[src/rtl/uart_pkg.sv]
// Shared UART definitions: receiver state encoding and default rate constants.
// StParity exists only when UART_RX_PARITY_EN is defined.
package uart_pkg;

    localparam int unsigned UART_CLK_DIV_115200_50M = 27;
    localparam int unsigned UART_OVERSAMPLE         = 16;

    typedef enum logic [2:0] {
        StIdle,
        StStart,
        StData,
`ifdef UART_RX_PARITY_EN
        StParity,
`endif
        StStop,
        StBreak
    } uart_state_e;

endpackage

[src/rtl/uart_tick_gen.sv]
// Free-running oversample tick generator: one-cycle tick every CLK_DIV clocks.
// Shared between the UART receiver and transmitter.
module uart_tick_gen #(
    parameter int unsigned CLK_DIV = 27
) (
    input  logic clk,
    input  logic rst_n,
    output logic tick
);

    localparam int unsigned CntW = $clog2(CLK_DIV);
    localparam logic [CntW-1:0] CntMax = CntW'(CLK_DIV - 1);

    logic [CntW-1:0] cnt_q, cnt_d;

    assign tick = (cnt_q == CntMax);

    always_comb begin
        cnt_d = tick ? '0 : cnt_q + CntW'(1);
    end

    always_ff @(posedge clk) begin
        if (!rst_n) begin
            cnt_q <= '0;
        end else begin
            cnt_q <= cnt_d;
        end
    end

endmodule

[src/rtl/uart_rx_os.sv]
// Oversampling UART receiver: 2-flop synchroniser, mid-bit sampling, LSB-first shift.
// Define UART_RX_PARITY_EN to add one even-parity bit after the data bits.
module uart_rx_os
    import uart_pkg::*;
#(
    parameter int unsigned CLK_DIV    = UART_CLK_DIV_115200_50M,
    parameter int unsigned OVERSAMPLE = UART_OVERSAMPLE,
    parameter int unsigned DATA_BITS  = 8
) (
    input  logic                 clk,
    input  logic                 rst_n,
    input  logic                 Rx,
    output logic [DATA_BITS-1:0] data,
    output logic                 valid,
    output logic                 frame_err,
    output logic                 parity_err,
    output logic                 busy,
    output logic                 sample_tick
);

    localparam int unsigned OsW  = $clog2(OVERSAMPLE);
    localparam int unsigned IdxW = $clog2(DATA_BITS);
    localparam logic [OsW-1:0]  OsMid   = OsW'(OVERSAMPLE / 2 - 1);
    localparam logic [OsW-1:0]  OsLast  = OsW'(OVERSAMPLE - 1);
    localparam logic [IdxW-1:0] IdxLast = IdxW'(DATA_BITS - 1);

    logic                 tick;
    logic                 rx_meta_q, rx_s_q;
    uart_state_e          state_q, state_d;
    logic [OsW-1:0]       os_cnt_q, os_cnt_d;
    logic [IdxW-1:0]      bit_idx_q, bit_idx_d;
    logic [DATA_BITS-1:0] shift_q, shift_d;
    logic [DATA_BITS-1:0] data_q, data_d;
    logic                 valid_q, valid_d;
    logic                 frame_err_q, frame_err_d;
`ifdef UART_RX_PARITY_EN
    logic                 par_bad_q, par_bad_d;
    logic                 par_err_q, par_err_d;
`endif

    uart_tick_gen #(
        .CLK_DIV(CLK_DIV)
    ) u_tick_gen (
        .clk  (clk),
        .rst_n(rst_n),
        .tick (tick)
    );

    always_ff @(posedge clk) begin
        if (!rst_n) begin
            rx_meta_q <= 1'b1;
            rx_s_q    <= 1'b1;
        end else begin
            rx_meta_q <= Rx;
            rx_s_q    <= rx_meta_q;
        end
    end

    always_comb begin
        state_d     = state_q;
        os_cnt_d    = os_cnt_q;
        bit_idx_d   = bit_idx_q;
        shift_d     = shift_q;
        data_d      = data_q;
        valid_d     = 1'b0;
        frame_err_d = 1'b0;
`ifdef UART_RX_PARITY_EN
        par_bad_d   = par_bad_q;
        par_err_d   = 1'b0;
`endif
        if (tick) begin
            os_cnt_d = os_cnt_q + OsW'(1);
            unique case (state_q)
                StIdle: begin
                    if (!rx_s_q) begin
                        state_d  = StStart;
                        os_cnt_d = '0;
                    end
                end
                StStart: begin
                    if (os_cnt_q == OsMid) begin
                        os_cnt_d  = '0;
                        bit_idx_d = '0;
                        state_d   = rx_s_q ? StIdle : StData;
                    end
                end
                StData: begin
                    if (os_cnt_q == OsLast) begin
                        os_cnt_d  = '0;
                        shift_d   = {rx_s_q, shift_q[DATA_BITS-1:1]};
                        bit_idx_d = bit_idx_q + IdxW'(1);
                        if (bit_idx_q == IdxLast) begin
`ifdef UART_RX_PARITY_EN
                            state_d = StParity;
`else
                            state_d = StStop;
`endif
                        end
                    end
                end
`ifdef UART_RX_PARITY_EN
                StParity: begin
                    if (os_cnt_q == OsLast) begin
                        os_cnt_d  = '0;
                        par_bad_d = ((^shift_q) != rx_s_q);
                        state_d   = StStop;
                    end
                end
`endif
                StStop: begin
                    if (os_cnt_q == OsLast) begin
                        os_cnt_d = '0;
`ifdef UART_RX_PARITY_EN
                        par_err_d = par_bad_q;
`endif
                        if (rx_s_q) begin
                            data_d  = shift_q;
                            valid_d = 1'b1;
                            state_d = StIdle;
                        end else begin
                            frame_err_d = 1'b1;
                            state_d     = StBreak;
                        end
                    end
                end
                // Wait for the line to go high so a held-low line cannot restart a frame.
                StBreak: begin
                    if (rx_s_q) begin
                        state_d = StIdle;
                    end
                end
                default: state_d = StIdle;
            endcase
        end
    end

    always_ff @(posedge clk) begin
        if (!rst_n) begin
            state_q     <= StIdle;
            os_cnt_q    <= '0;
            bit_idx_q   <= '0;
            shift_q     <= '0;
            data_q      <= '0;
            valid_q     <= 1'b0;
            frame_err_q <= 1'b0;
`ifdef UART_RX_PARITY_EN
            par_bad_q   <= 1'b0;
            par_err_q   <= 1'b0;
`endif
        end else begin
            state_q     <= state_d;
            os_cnt_q    <= os_cnt_d;
            bit_idx_q   <= bit_idx_d;
            shift_q     <= shift_d;
            data_q      <= data_d;
            valid_q     <= valid_d;
            frame_err_q <= frame_err_d;
`ifdef UART_RX_PARITY_EN
            par_bad_q   <= par_bad_d;
            par_err_q   <= par_err_d;
`endif
        end
    end

    assign data        = data_q;
    assign valid       = valid_q;
    assign frame_err   = frame_err_q;
`ifdef UART_RX_PARITY_EN
    assign parity_err  = par_err_q;
`else
    assign parity_err  = 1'b0;
`endif
    assign busy        = (state_q != StIdle);
    assign sample_tick = tick;

endmodule

[config.mk]
export PLATFORM = sky130hd
export DESIGN_NAME = uart_rx_os
export DESIGN_NICKNAME = d
export VERILOG_FILES = /design/src/rtl/uart_pkg.sv /design/src/rtl/uart_tick_gen.sv /design/src/rtl/uart_rx_os.sv
export SDC_FILE = /design/constraint.sdc
export NUM_CORES = 1
export LEC_CHECK = 0
export BUFFER_PORTS_ARGS = -buffer_cell sky130_fd_sc_hd__buf_2
export CORE_MARGIN = 2
export CORE_UTILIZATION = 47
export CTS_CLUSTER_DIAMETER = 40
export DETAILED_ROUTE_END_ITERATION = 16
export PLACE_DENSITY = 0.66
export SKIP_CTS_REPAIR_TIMING = 1
export SLEW_MARGIN = 10
export SYNTH_ARGS = -nofsm -noshare
export SYNTH_HDL_FRONTEND = slang
export SYNTH_HIERARCHICAL = 1
export SYNTH_SLANG_ARGS = --single-unit
export TNS_END_PERCENT = 30
[constraint.sdc]
create_clock -name clk -period 5.5 [get_ports clk]
set_input_delay 1.65 -clock clk [delete_from_list [all_inputs] [get_ports clk]]
set_output_delay 1.65 -clock clk [all_outputs]
set_load 0.02 [all_outputs]
; ---- After elaboration in Yosys (flattened, before gate mapping)
; Cells that the tools add are included.
[totals]
regBits = 35
inputBits = 3
out_inout_bits = 13
wordCells = 56
[op_classes]
n_addsub = 3
n_eq_ne = 14
mux = 18
bitwise = 1
n_reduce_logical = 10
[ops]
columns = op, n
row1 = two-way mux 3 bit, 9
row2 = one-hot mux 3 bit (5 select lines), 1
row3 = two-way mux 4 bit, 3
row4 = "inequality test 2 bit, second input constant", 6
row5 = one-hot mux 4 bit (3 select lines), 1
row6 = AND reduction 4 bit, 3
row7 = AND reduction 7 bit, 1
row8 = "== test 3 x 2 -> 1 bit, second input constant", 2
row9 = "== test 3 bit, second input constant", 2
row10 = one-hot mux 3 bit (2 select lines), 1
row11 = "adder 5 x 1 -> 5 bit, second input constant", 1
row12 = "== test 5 bit, second input constant", 1
row13 = "adder 4 x 1 -> 4 bit, second input constant", 1
row14 = "== test 4 x 3 -> 1 bit, second input constant", 1
row15 = "== test 4 bit, second input constant", 1
row16 = OR reduction 2 bit, 2
row17 = "adder 3 x 1 -> 3 bit, second input constant", 1
row18 = "== test 3 x 1 -> 1 bit, second input constant", 1
row19 = logical NOT 3 bit, 1
row20 = AND reduction 3 bit, 1
row21 = nonzero test 3 bit, 1
row22 = two-way mux 1 bit, 2
row23 = two-way mux 2 bit, 1
row24 = nonzero test 2 bit, 1
row25 = NOT 1 bit, 1

; ---- Depth between registers and ports, before layout
[depth]
word_depth = 4
depth_mapped = 10
mapped_depth_nobuf = 7

; ---- Cells and area by module
; The synthesis kept the hierarchy.
[by_module_without_submodules]
columns = mod, instances, cells_per_inst, area_per_inst_um2, seq_area_each_um2
row1 = uart_rx_os, 1, 137, 1343.8, 600.6
row2 = uart_tick_gen, 1, 22, 274.0, 100.1

; ---- Worst setup path before layout
; Ideal clock, no wire load.
[synth_timing]
kind = reg-to-output
from = reg u_tick_gen.cnt_q[0]
to = out sample_tick
arrival_ps = 907
t_required_ps = 3850
setup_slack_ps = 2943
path_stages_with_launch = 5
path_buffers = 1
cell_sequence = dfxtp_1 inv_1 ha_1 and4b_1 buf_6
[synth_between]
elab_chain_len = 1
[synth_rtl]
columns = element, line_no
row1 = "start, declared", uart_tick_gen.sv:14  ; logic [CntW-1:0] cnt_q, cnt_d;
row2 = "start signal, assigned", uart_tick_gen.sv:26  ; cnt_q <= cnt_d;
row3 = == test 5 bit, uart_tick_gen.sv:16  ; assign tick = (cnt_q == CntMax);
row4 = "end, declared", uart_rx_os.sv:18  ; output logic sample_tick
; No other way between the ends.

; ---- Final worst setup path
; Ends and elaborated chain as after synthesis.

==> results by group <==
Power
  – Combinational cell fraction of total power: 2.8%
  – Standby leakage power: 0.000650 µW
  – Max rail drop VDD: 0.205 mV
  – Net Sw Power: 108 µW
  – Total power draw: 420 µW
  – PwrDens: 242 mW/mm²
  – Internal power: 312 µW
  – Sequential group share of total power: 61.7%
  – Switching share of power: 25.7%
  – Clock network fraction of design power: 35.4%

Placement
  – # port buffers: 14
  – Dpl hpwl: 1880 µm
  – Gpl congestion: 0.746
  – DP Worst Slack: 2.43 ns
  – Placement Cell Area: 0.00168 mm²

Setup path
  – Largest stage delay on the critical path: 0.61 ns
  – Endpoint class of the critical path: output port
  – Critical path launch point type: register
  – Series of cell instances along the critical path: inv_1 > ha_1 > and4b_1 > buf_2
  – Critical path class: reg2out
  – Data arrival time of the worst path: 1.80 ns
  – Master of the slowest instance on the critical path: sky130_fd_sc_hd__and4b_1
  – Maximum fanout encountered on the critical timing path: 13
  – Required time at the worst-slack endpoint: 3.85 ns

Layout
  – # fillers: 306
  – Layout-stage area growth over the synthesis result: 7.50%
  – Area of the multi-input gates: 826 µm²
  – Fraction of final layout cells sized beyond drive strength 1: 19.9%
  – Sequential Area: 701 µm²
  – Final instance area: 0.00174 mm²
  – Antenna cells: 0
  – Net count of the finished layout: 178

STA
  – Pin slew with the least headroom to its limit: 0.707 ns
  – Setup repair after global routing missed its margin: false
  – Max frequency: 290 MHz
  – Max Clock Skew: 0.00981 ns
  – Relative slew slack: 52.8%
  – Final Cycle Share: 62.7%
  – Worst hold slack after final layout: 0.430 ns
  – Final hold violation count: 0
  – Total setup violations reported at the end of the flow: 0
  – Time the final worst path needs with I/O delays and setup: 3.45 ns
  – Setup_tns: 0 ns
  – Max-slew violations: 0
  – Worst path setup slack after routing: 2.05 ns

Synth
  – Share of synthesized cell area in and, or, nand and nor gates: 24.5%
  – Number of synthesized flops with an enable pin: 0
  – Warnings, synthesis: 6
  – Compound-cell area share of the yosys netlist: 8.43%
  – Area of the mapped netlist: 0.00162 mm²
  – Net count after synthesis: 167
  – Share of synthesized area occupied by flip-flops and latches: 43.3%
  – Post-synthesis xor/xnor area fraction: 1.62%
  – Synthesized flop and latch total: 35
  – Share of flip-flops with an asynchronous set or reset: 0%
  – Area share of fa/ha/maj cells after synthesis: 3.87%
  – Proportion of synthesized area in mux cells: 12.4%
  – Gate count of the mapped netlist: 159
  – Most common flop cell mapped by yosys: sky130_fd_sc_hd__dfxtp_1
  – Mapped Avg Cell Area: 10.2 µm²
  – Dominant combinational cell family by area after synthesis: simple AND/OR/NAND/NOR gates
  – Number of different library cells in the post-synthesis netlist: 40

Global route
  – Leftover overflow at the end of global routing: 0
  – Pin count of the biggest net entering global routing: 24
  – Antenna violations before repair: 0
  – Wire length of the first global-routing pass: 4800 µm
  – Total global-route track usage: 15.7%
  – Number of global-route vias before repair: 1068

CTS
  – Clock insertion delay at the later pin of the skew report: 0.35 ns
  – Maximum buffer depth of the clock tree: 2
  – TritonCTS clock tree: done
  – Clock edge transition at the registers on the reported setup and hold paths: 0.11 ns
  – Clock buffer count from CTS: 5
  – Clk root buf: sky130_fd_sc_hd__clkbuf_4
  – Sinks on the clock net: 35
  – Level count of the clock H-tree: 2

Drt
  – Number of DRC markers in iteration 0: 51
  – Total wire length: 2750 µm
  – Routed vias/inst: 5.27
  – DRC violations left: 0
  – Number of nets still failing antenna checks after routing: 0
  – Number of detailed-routing iterations run before antenna repair: 4
  – DR vias: 1143
  – Average routed wire per standard cell: 12.7 µm

Floorplanning
  – Die height: 62.7 µm
  – Horizontal die dimension: 62.7 µm
  – Placement Rows: 21
  – Core box area: 0.00331 mm²
  – Area enclosed by the die boundary: 0.00393 mm²
  – Initial Util: 48.9%
  – I/O pin count: 16

Outcome
  – Outcome: complete, no violations

Hold path
  – Min-Delay Path Class: reg2reg

Run
  – Maxcap violations: 0
through the flow:
stage,utilization (%),std cells
5_1_grt,52.5,217
3_5_place_dp,50.6,209
3_3_place_gp,50.6,209
4_1_cts,52.5,217
6_report,52.5,217
2_1_floorplan,-,159
routing by layer:
layer / part of all wire [%] / GRT usage (%)
met5: 0 / 0
met2: 45 / 25.3
met4: 2.0 / 8.06
met1: 48 / 18.2
met3: 4.4 / 5.77
synthesized netlist by cell type (3+ instances only):
cell                       instances  share of area, %
sky130_fd_sc_hd__a21oi_1           6               1.9
sky130_fd_sc_hd__buf_2             4               1.2
sky130_fd_sc_hd__buf_6             3               2.1
sky130_fd_sc_hd__dfxtp_1          35                43
sky130_fd_sc_hd__ha_1              5               3.9
sky130_fd_sc_hd__inv_1             4              0.93
sky130_fd_sc_hd__mux2i_1          20                12
sky130_fd_sc_hd__nand2_1           3              0.70
sky130_fd_sc_hd__nand2b_1          5               1.9
sky130_fd_sc_hd__nand3_1           3              0.93
sky130_fd_sc_hd__nor2_1           23               5.3
sky130_fd_sc_hd__nor3b_1           5               2.3
sky130_fd_sc_hd__o21ai_0           3              0.93
registers in the layout, indices dropped and copies added (netlist names), 3 cells and up:
signal	cells
data	8
shift_q	8
os_cnt_q	4
bit_idx_q	3
u_tick_gen/cnt_q	5
state_q	3
cell usage in the layout, fill, tap and decap left out, types with 2 or more instances in the layout:
cell                       Yosys  final
sky130_fd_sc_hd__nand2b_1      5      5
sky130_fd_sc_hd__nand4_1       2      2
sky130_fd_sc_hd__clkbuf_4      0      5
sky130_fd_sc_hd__a21oi_1       6      6
sky130_fd_sc_hd__dfxtp_1      35     35
sky130_fd_sc_hd__nor4b_1       2      2
sky130_fd_sc_hd__nor2b_1       2      2
sky130_fd_sc_hd__nand3b_1      2      2
sky130_fd_sc_hd__nor3b_2       2      2
sky130_fd_sc_hd__and3_1        2      2
sky130_fd_sc_hd__nor4_4        2      2
sky130_fd_sc_hd__and4_2        2      2
sky130_fd_sc_hd__xnor2_1       2      2
sky130_fd_sc_hd__mux2i_1      20     20
sky130_fd_sc_hd__nor2_1       23     23
sky130_fd_sc_hd__a221oi_2      2      2
sky130_fd_sc_hd__nor3_1        2      2
sky130_fd_sc_hd__nand2_1       3      3
sky130_fd_sc_hd__buf_2         4     14
sky130_fd_sc_hd__inv_1         4      4
sky130_fd_sc_hd__clkinv_4      0      2
sky130_fd_sc_hd__o21ai_0       3      3
sky130_fd_sc_hd__nor3b_1       5      5
sky130_fd_sc_hd__nand3_1       3      3
sky130_fd_sc_hd__ha_1          5      5
logic make-up after synthesis:
family                     count (synthesis)
buffers and inverters                     15
other                                      1
DFF                                       35
adders and majority gates                  5
xor gates and xnor gates                   3
AOI/OAI and AO/OA                         18
muxes                                     20
and+or+nand+nor                           62
final cells by class:
type / instances / share of cell area (%)
tap: 46 / 3.31
multi-input combinational: 109 / 47.5
sequential: 35 / 40.3
clock inverter: 3 / 1.44
inverter: 4 / 0.863
timing repair buffer: 15 / 4.46
clock buffer: 5 / 2.16
worst max-delay path, delay by kind of cell, from the launching register on:
family,cells,cell delay [ns]
flops,1,0.37
simple gates,1,0.61
buf+inv,2,0.35
fa+ha+maj,1,0.13
power groups by stage:
stage	combinational [µW]	clock (µW)	sequential (µW)
after floorplan	9.98	0	264
after global placement	11.5	0	265
after detailed placement	12.0	0	265
after CTS	12.2	154	259
after global routing	13.3	165	260
final	12.0	149	259
worst paths after layout:
| path | startpoint | endpoint | slack, ns | cells after the start |
|---|---|---|---|---|
| hold / removal | rx_meta_q$_SDFF_PN1_ | rx_s_q$_SDFF_PN1_ | 0.43 | 1 |
| setup reg to reg | u_tick_gen/cnt_q[0]$_SDFF_PP0_ | data[4]$_SDFFE_PN0P_ | 3.01 | 7 |
| setup / recovery | u_tick_gen/cnt_q[0]$_SDFF_PP0_ | sample_tick | 2.05 | 4 |
| hold reg to reg | rx_meta_q$_SDFF_PN1_ | rx_s_q$_SDFF_PN1_ | 0.43 | 1 |
Power figures use the tool's default switching activity.
